**config.mk**
```make
export PLATFORM = sky130hd
export DESIGN_NAME = friscv_scfifo
export DESIGN_NICKNAME = d
export VERILOG_FILES = /design/src/rtl/friscv_scfifo_pkg.sv /design/src/rtl/friscv_scfifo_ram.sv /design/src/rtl/friscv_scfifo.sv
export SDC_FILE = /design/constraint.sdc
export NUM_CORES = 2
export LEC_CHECK = 0
export CAP_MARGIN = 30
export CORE_AREA = 2 2 570 572
export CTS_CLUSTER_SIZE = 8
export DETAILED_ROUTE_END_ITERATION = 16
export DIE_AREA = 0 0 572 574
export PLACE_DENSITY_LB_ADDON = 0.1
export SETUP_SLACK_MARGIN = 0.05
export SLEW_MARGIN = 30
export SYNTH_ARGS = -nofsm -noshare
export SYNTH_HDL_FRONTEND = slang
export SYNTH_SLANG_ARGS = --single-unit
```
**constraint.sdc**
```tcl
create_clock -name aclk -period 7.2 [get_ports aclk]
set_clock_uncertainty 0.05 [all_clocks]
set_input_delay 1.08 -clock aclk [delete_from_list [all_inputs] [get_ports aclk]]
set_output_delay 1.08 -clock aclk [all_outputs]
set_load 0.01 [all_outputs]
```
**src/rtl/friscv_scfifo_pkg.sv**
```systemverilog
`default_nettype none
// ============================================================================
// Module      : friscv_scfifo_pkg
// Description : Shared sizing helpers for the single-clock FIFO and its RAM.
// Revision    : 1.0 - initial release
// ============================================================================
package friscv_scfifo_pkg;

    // One extra pointer bit tells full apart from empty.
    localparam int unsigned c_ptr_extra_bits = 1;

    function automatic int unsigned fifo_depth(input int unsigned addr_w);
        return 32'd1 << addr_w;
    endfunction

    function automatic int unsigned ptr_width(input int unsigned addr_w);
        return addr_w + c_ptr_extra_bits;
    endfunction

endpackage
`default_nettype wire

```
**src/rtl/friscv_scfifo_ram.sv**
```systemverilog
`default_nettype none
// ============================================================================
// Module      : friscv_scfifo_ram
// Description : Dual-port RAM, synchronous write, asynchronous read.
// Revision    : 1.0 - initial release
// ============================================================================
module friscv_scfifo_ram
    import friscv_scfifo_pkg::*;
#(
    parameter int ADDR_WIDTH = 8,
    parameter int DATA_WIDTH = 8
) (
    input  logic                  clk_i,
    input  logic                  wr_en_i,
    input  logic [ADDR_WIDTH-1:0] wr_addr_i,
    input  logic [DATA_WIDTH-1:0] wr_data_i,
    input  logic [ADDR_WIDTH-1:0] rd_addr_i,
    output logic [DATA_WIDTH-1:0] rd_data_o
);

    localparam int c_depth = int'(fifo_depth(ADDR_WIDTH));

    // No reset: stale entries are unreachable once the pointers are cleared.
    logic [DATA_WIDTH-1:0] mem_q [0:c_depth-1];

    always_ff @(posedge clk_i) begin
        if (wr_en_i) begin
            mem_q[wr_addr_i] <= wr_data_i;
        end
    end

    assign rd_data_o = mem_q[rd_addr_i];

endmodule
`default_nettype wire

```
**src/rtl/friscv_scfifo.sv**
```systemverilog
`default_nettype none
// ============================================================================
// Module      : friscv_scfifo
// Description : Single-clock valid/ready FIFO controller around an
//               asynchronous-read RAM. Optional same-cycle pass-through when
//               empty is enabled by macro FRISCV_SCFIFO_PASS_THRU_EN.
// Revision    : 1.0 - initial release
// ============================================================================
module friscv_scfifo
    import friscv_scfifo_pkg::*;
#(
    parameter int PASS_THRU    = 0,
    parameter int ADDR_WIDTH   = 8,
    parameter int DATA_WIDTH   = 8,
    parameter int AFULL_THRESH = 2**ADDR_WIDTH-1
) (
    input  logic                  aclk,
    input  logic                  srst,
    input  logic                  in_valid,
    output logic                  in_ready,
    input  logic [DATA_WIDTH-1:0] in_data,
    output logic                  out_valid,
    input  logic                  out_ready,
    output logic [DATA_WIDTH-1:0] out_data,
    output logic [ADDR_WIDTH:0]   count,
    output logic                  full,
    output logic                  empty,
    output logic                  afull
);

    localparam int c_ptr_w = int'(ptr_width(ADDR_WIDTH));
    localparam int c_depth = int'(fifo_depth(ADDR_WIDTH));
    localparam logic [c_ptr_w-1:0] c_afull = c_ptr_w'(AFULL_THRESH);

    generate
        if (AFULL_THRESH < 1 || AFULL_THRESH > c_depth) begin : g_bad_afull
            $error("friscv_scfifo: AFULL_THRESH must lie in 1..2**ADDR_WIDTH");
        end
    endgenerate

    logic [c_ptr_w-1:0]    wr_ptr_q, wr_ptr_d;
    logic [c_ptr_w-1:0]    rd_ptr_q, rd_ptr_d;
    logic                  w_empty;
    logic                  w_full;
    logic                  w_ram_valid;
    logic                  w_bypass;
    logic                  w_push;
    logic                  w_pop;
    logic [DATA_WIDTH-1:0] w_ram_rdata;

    assign w_empty     = (wr_ptr_q == rd_ptr_q);
    assign w_full      = (wr_ptr_q[ADDR_WIDTH-1:0] == rd_ptr_q[ADDR_WIDTH-1:0]) &&
                         (wr_ptr_q[ADDR_WIDTH] != rd_ptr_q[ADDR_WIDTH]);
    assign w_ram_valid = !w_empty && !srst;

`ifdef FRISCV_SCFIFO_PASS_THRU_EN
    // Empty FIFO forwards the producer word straight to the consumer.
    assign w_bypass = (PASS_THRU != 0) && w_empty && in_valid && !srst;
`else
    assign w_bypass = 1'b0;
    generate
        if (PASS_THRU != 0) begin : g_pass_thru_ignored
        end
    endgenerate
`endif

    assign in_ready  = !w_full && !srst;
    assign out_valid = w_ram_valid || w_bypass;
    assign out_data  = w_bypass ? in_data : w_ram_rdata;

    // A bypassed word that is consumed immediately never touches the RAM.
    assign w_push = in_valid && in_ready && !(w_bypass && out_ready);
    assign w_pop  = w_ram_valid && out_ready;

    always_comb begin
        wr_ptr_d = wr_ptr_q;
        rd_ptr_d = rd_ptr_q;
        if (w_push) begin
            wr_ptr_d = wr_ptr_q + 1'b1;
        end
        if (w_pop) begin
            rd_ptr_d = rd_ptr_q + 1'b1;
        end
    end

    always_ff @(posedge aclk) begin
        if (srst) begin
            wr_ptr_q <= '0;
            rd_ptr_q <= '0;
        end else begin
            wr_ptr_q <= wr_ptr_d;
            rd_ptr_q <= rd_ptr_d;
        end
    end

    assign count = wr_ptr_q - rd_ptr_q;
    assign full  = w_full;
    assign empty = w_empty;
    assign afull = (count >= c_afull);

    friscv_scfifo_ram #(
        .ADDR_WIDTH (ADDR_WIDTH),
        .DATA_WIDTH (DATA_WIDTH)
    ) u_ram (
        .clk_i     (aclk),
        .wr_en_i   (w_push),
        .wr_addr_i (wr_ptr_q[ADDR_WIDTH-1:0]),
        .wr_data_i (in_data),
        .rd_addr_i (rd_ptr_q[ADDR_WIDTH-1:0]),
        .rd_data_o (w_ram_rdata)
    );

endmodule
`default_nettype wire
```
==> results.json <==
{
  "syn-cell-area_um2": 80300,
  "clkTransAtPathRegs_ns": 0.06,
  "crit_chain": "buf_12 -> buf_4 -> buf_4 -> mux4_2 -> a22o_1 -> a211oi_1 -> nor4_1 -> o32ai_1 -> nor3_2 -> buf_4 -> clkdlybuf4s50_1",
  "drt_iter0_markers": 3528,
  "grt_use_met2_pct": 24.4,
  "hpwl_mm": 151,
  "crit_top_cell": "buf_4",
  "finalCritPeriodShare_pct": 94.0,
  "grtUsageMet3_pct": 2.19,
  "required_ns": 6.07,
  "met1_usage_pct": 21.7,
  "mostFrequentLayoutCell": "edfxtp_1",
  "gp_congestion": 0.730,
  "grt_pass1_vias": 40600,
  "synth_edf_count": 2048,
  "grt_pass1_wl_mm": 348,
  "final_area_um2": 94900,
  "synthDistinctLibCells": 62,
  "syn_nets": 3784,
  "swShare_pct": 21.6,
  "ys_seq_elements": 2074,
  "fin_crit_ns": 6.77,
  "routed_via_density": 4.59,
  "placedInstanceArea_um2": 86400,
  "async_flop_share_pct": 0,
  "grt_util_all_layers_pct": 15.2,
  "max_freq_mhz": 148,
  "grt_setup_unrepaired": "false",
  "clockBufferDepth": 4,
  "layout_common_cells": "edfxtp_1, mux4_2, clkbuf_16",
  "numClockSinks": 2074,
  "drtAntennaViolNets": 0,
  "critPathKind": "reg -> out",
  "path_max_fanout": 25,
  "drc": 0,
  "min_path_type": "reg -> reg",
  "antenna_found_initial": 20,
  "synth_top_flop_cell": "edfxtp_1",
  "fin_nets": 4045,
  "die-area_um2": 328000,
  "filler_cell_count": 31500,
  "postLayoutCoreUtil_pct": 29.4,
  "cts-htree-levels": 5,
  "slew_headroom_pct": 28.9,
  "cts_setup_buffers": 0,
  "wl_per_cell_um": 29.8,
  "power_density_nw_per_um2": 287,
  "clockRootBuffer": "clkbuf_16",
  "die_h_um": 574,
  "ir_worst_vdd_uv": 166,
  "whs_ns": 0.505,
  "vias": 38600,
  "setup_viol": 0,
  "final-max-slew-violation-count": 0,
  "power_mw": 27.2,
  "dieWidth_um": 572,
  "power.switching_mw": 5.87,
  "grt_max_degree": 157,
  "power_frac_seq_pct": 48.9,
  "synth_cells": 3758,
  "tightest_slew_ns": 1.07,
  "cp-start-kind": "register",
  "cpMaxStageDelayCell": "dfxtp_4",
  "cts_made_buffers": 299,
  "start_util_pct": 24.9,
  "final.setup.tns_ns": 0,
  "cpPeakStageDelay_ns": 0.82,
  "num_rows": 209,
  "boundaryPins": 34,
  "worst_setup_path_end_kind": "primary output",
  "drive_above_1_share_pct": 26.1,
  "syn_to_final_growth_pct": 18.2,
  "cts_tree": "built",
  "finalHoldViolCount": 0,
  "combinationalPowerShare_pct": 3.8,
  "top_usage_layer": "met2",
  "crit_arrival_ns": 5.64,
  "pwr-share-clk_pct": 47.2,
  "clk-insertion-delay-late_ns": 0.89,
  "finalWirelength_mm": 251,
  "p_int_mw": 21.3,
  "gr-total-overflow": 0,
  "status": "complete, no violations",
  "yosys_warnings": 0,
  "avgSynthCellArea_um2": 21.4,
  "portBuffers": 33,
  "p_leak_nw": 27.8,
  "first_pass_iters": 5,
  "cap_violations": 0,
  "synth_seq_area_share_pct": 77.3,
  "core_um2": 323000
}
-- cells by family after synthesis --
kind of cell,share of synthesized area (%)
compound gates,3.30
xor+xnor,0.240
fa+ha+maj,0.228
buf+inv,1.79
flops,77.3
mux,14.6
simple gates,2.61
-- layer usage --
metal	vias to the layer above	routed length [µm]
li1	16200	-
met1	21000	115000
met2	1024	120000
met3	316	11400
met4	0	4830
met5	-	0
-- state kept, by name (all words and copies together) (netlist names), named ones only --
signal,count
u_ram.mem_q,2048
rd_ptr_q,9
wr_ptr_q,9
-- power by group through the flow --
stage | logic (mW) | registers (mW) | clock network (mW)
after detailed placement | 1.08 | 13.5 | 0
final | 1.04 | 13.3 | 12.8
after global routing | 1.12 | 13.3 | 13.7
after global placement | 1.08 | 13.5 | 0
after floorplan | 0.572 | 13.5 | 0
after CTS | 1.08 | 13.3 | 13.2
-- synth_stat cells, drive strengths merged (10+ instances only) --
| library cell | number | area, µm² |
|---|---|---|
| edfxtp | 2048 | 61500 |
| mux4 | 478 | 10800 |
| nor2 | 307 | 1150 |
| buf | 136 | 1030 |
| clkbuf | 91 | 342 |
| mux2i | 90 | 901 |
| o22ai | 79 | 494 |
| nand2 | 51 | 191 |
| a22o | 48 | 420 |
| a21oi | 38 | 190 |
| a211oi | 36 | 270 |
| a22oi | 34 | 255 |
| o221ai | 32 | 280 |
| a221oi | 28 | 264 |
| nor2b | 28 | 175 |
| dfxtp | 26 | 521 |
| inv | 16 | 60.1 |
| nand3 | 16 | 80.1 |
| a31oi | 13 | 81.3 |
| ha | 13 | 163 |
| nand4 | 13 | 81.3 |
| xnor2 | 12 | 105 |
| o21ai | 11 | 55.1 |
| nor3 | 10 | 50.1 |
| o211ai | 10 | 75.1 |
| xor2 | 10 | 87.6 |
-- cell type report --
cell class	instances	area [µm²]	area share, %
clock inverters	29	512	0.539
multi-input cells	1441	17100	18.1
clock buffers	347	7750	8.16
flip-flops and latches	2074	62000	65.4
diodes	5	12.5	0.0132
well taps	4325	5410	5.70
repair buffers	187	1990	2.10
inverters	16	60.1	0.0633
-- worst max-delay path: cells and delay by family, from the launching register on --
kind / cells / cell delay (ns)
simple gates: 2 / 1.00
flops: 1 / 0.82
compound gates: 3 / 0.62
buf+inv: 5 / 1.90
mux: 1 / 0.27
-- per-stage QoR --
stage / cells / worst slack, ns
global route: 8421 / 0.0844
global placement: 8033 / 0.885
detailed placement: 8038 / 0.885
floorplan: 3758 / 3.75
CTS: 8414 / 0.222
finish: 8424 / 0.435
-- repair_timing --
| action | in CTS | in global routing |
|---|---|---|
| hold buffers | 0 | 0 |
| gates resized for setup | 4 | 0 |
| setup endpoints to repair | 3 | 0 |
| hold endpoints to repair | 0 | 0 |
-- final timing paths --
kind,from,to,slack (ns),cells past startpoint
worst max register to register,wr_ptr_q[5]$_SDFFE_PP0P_,u_ram.mem_q[81][5]$_DFFE_PP_,2.14,8
worst max-delay path,register,out_data[7],0.43,11
worst min-delay path,wr_ptr_q[8]$_SDFFE_PP0P_,wr_ptr_q[8]$_SDFFE_PP0P_,0.50,2
worst min register to register,wr_ptr_q[8]$_SDFFE_PP0P_,wr_ptr_q[8]$_SDFFE_PP0P_,0.50,2
Power figures use the tool's default switching activity.
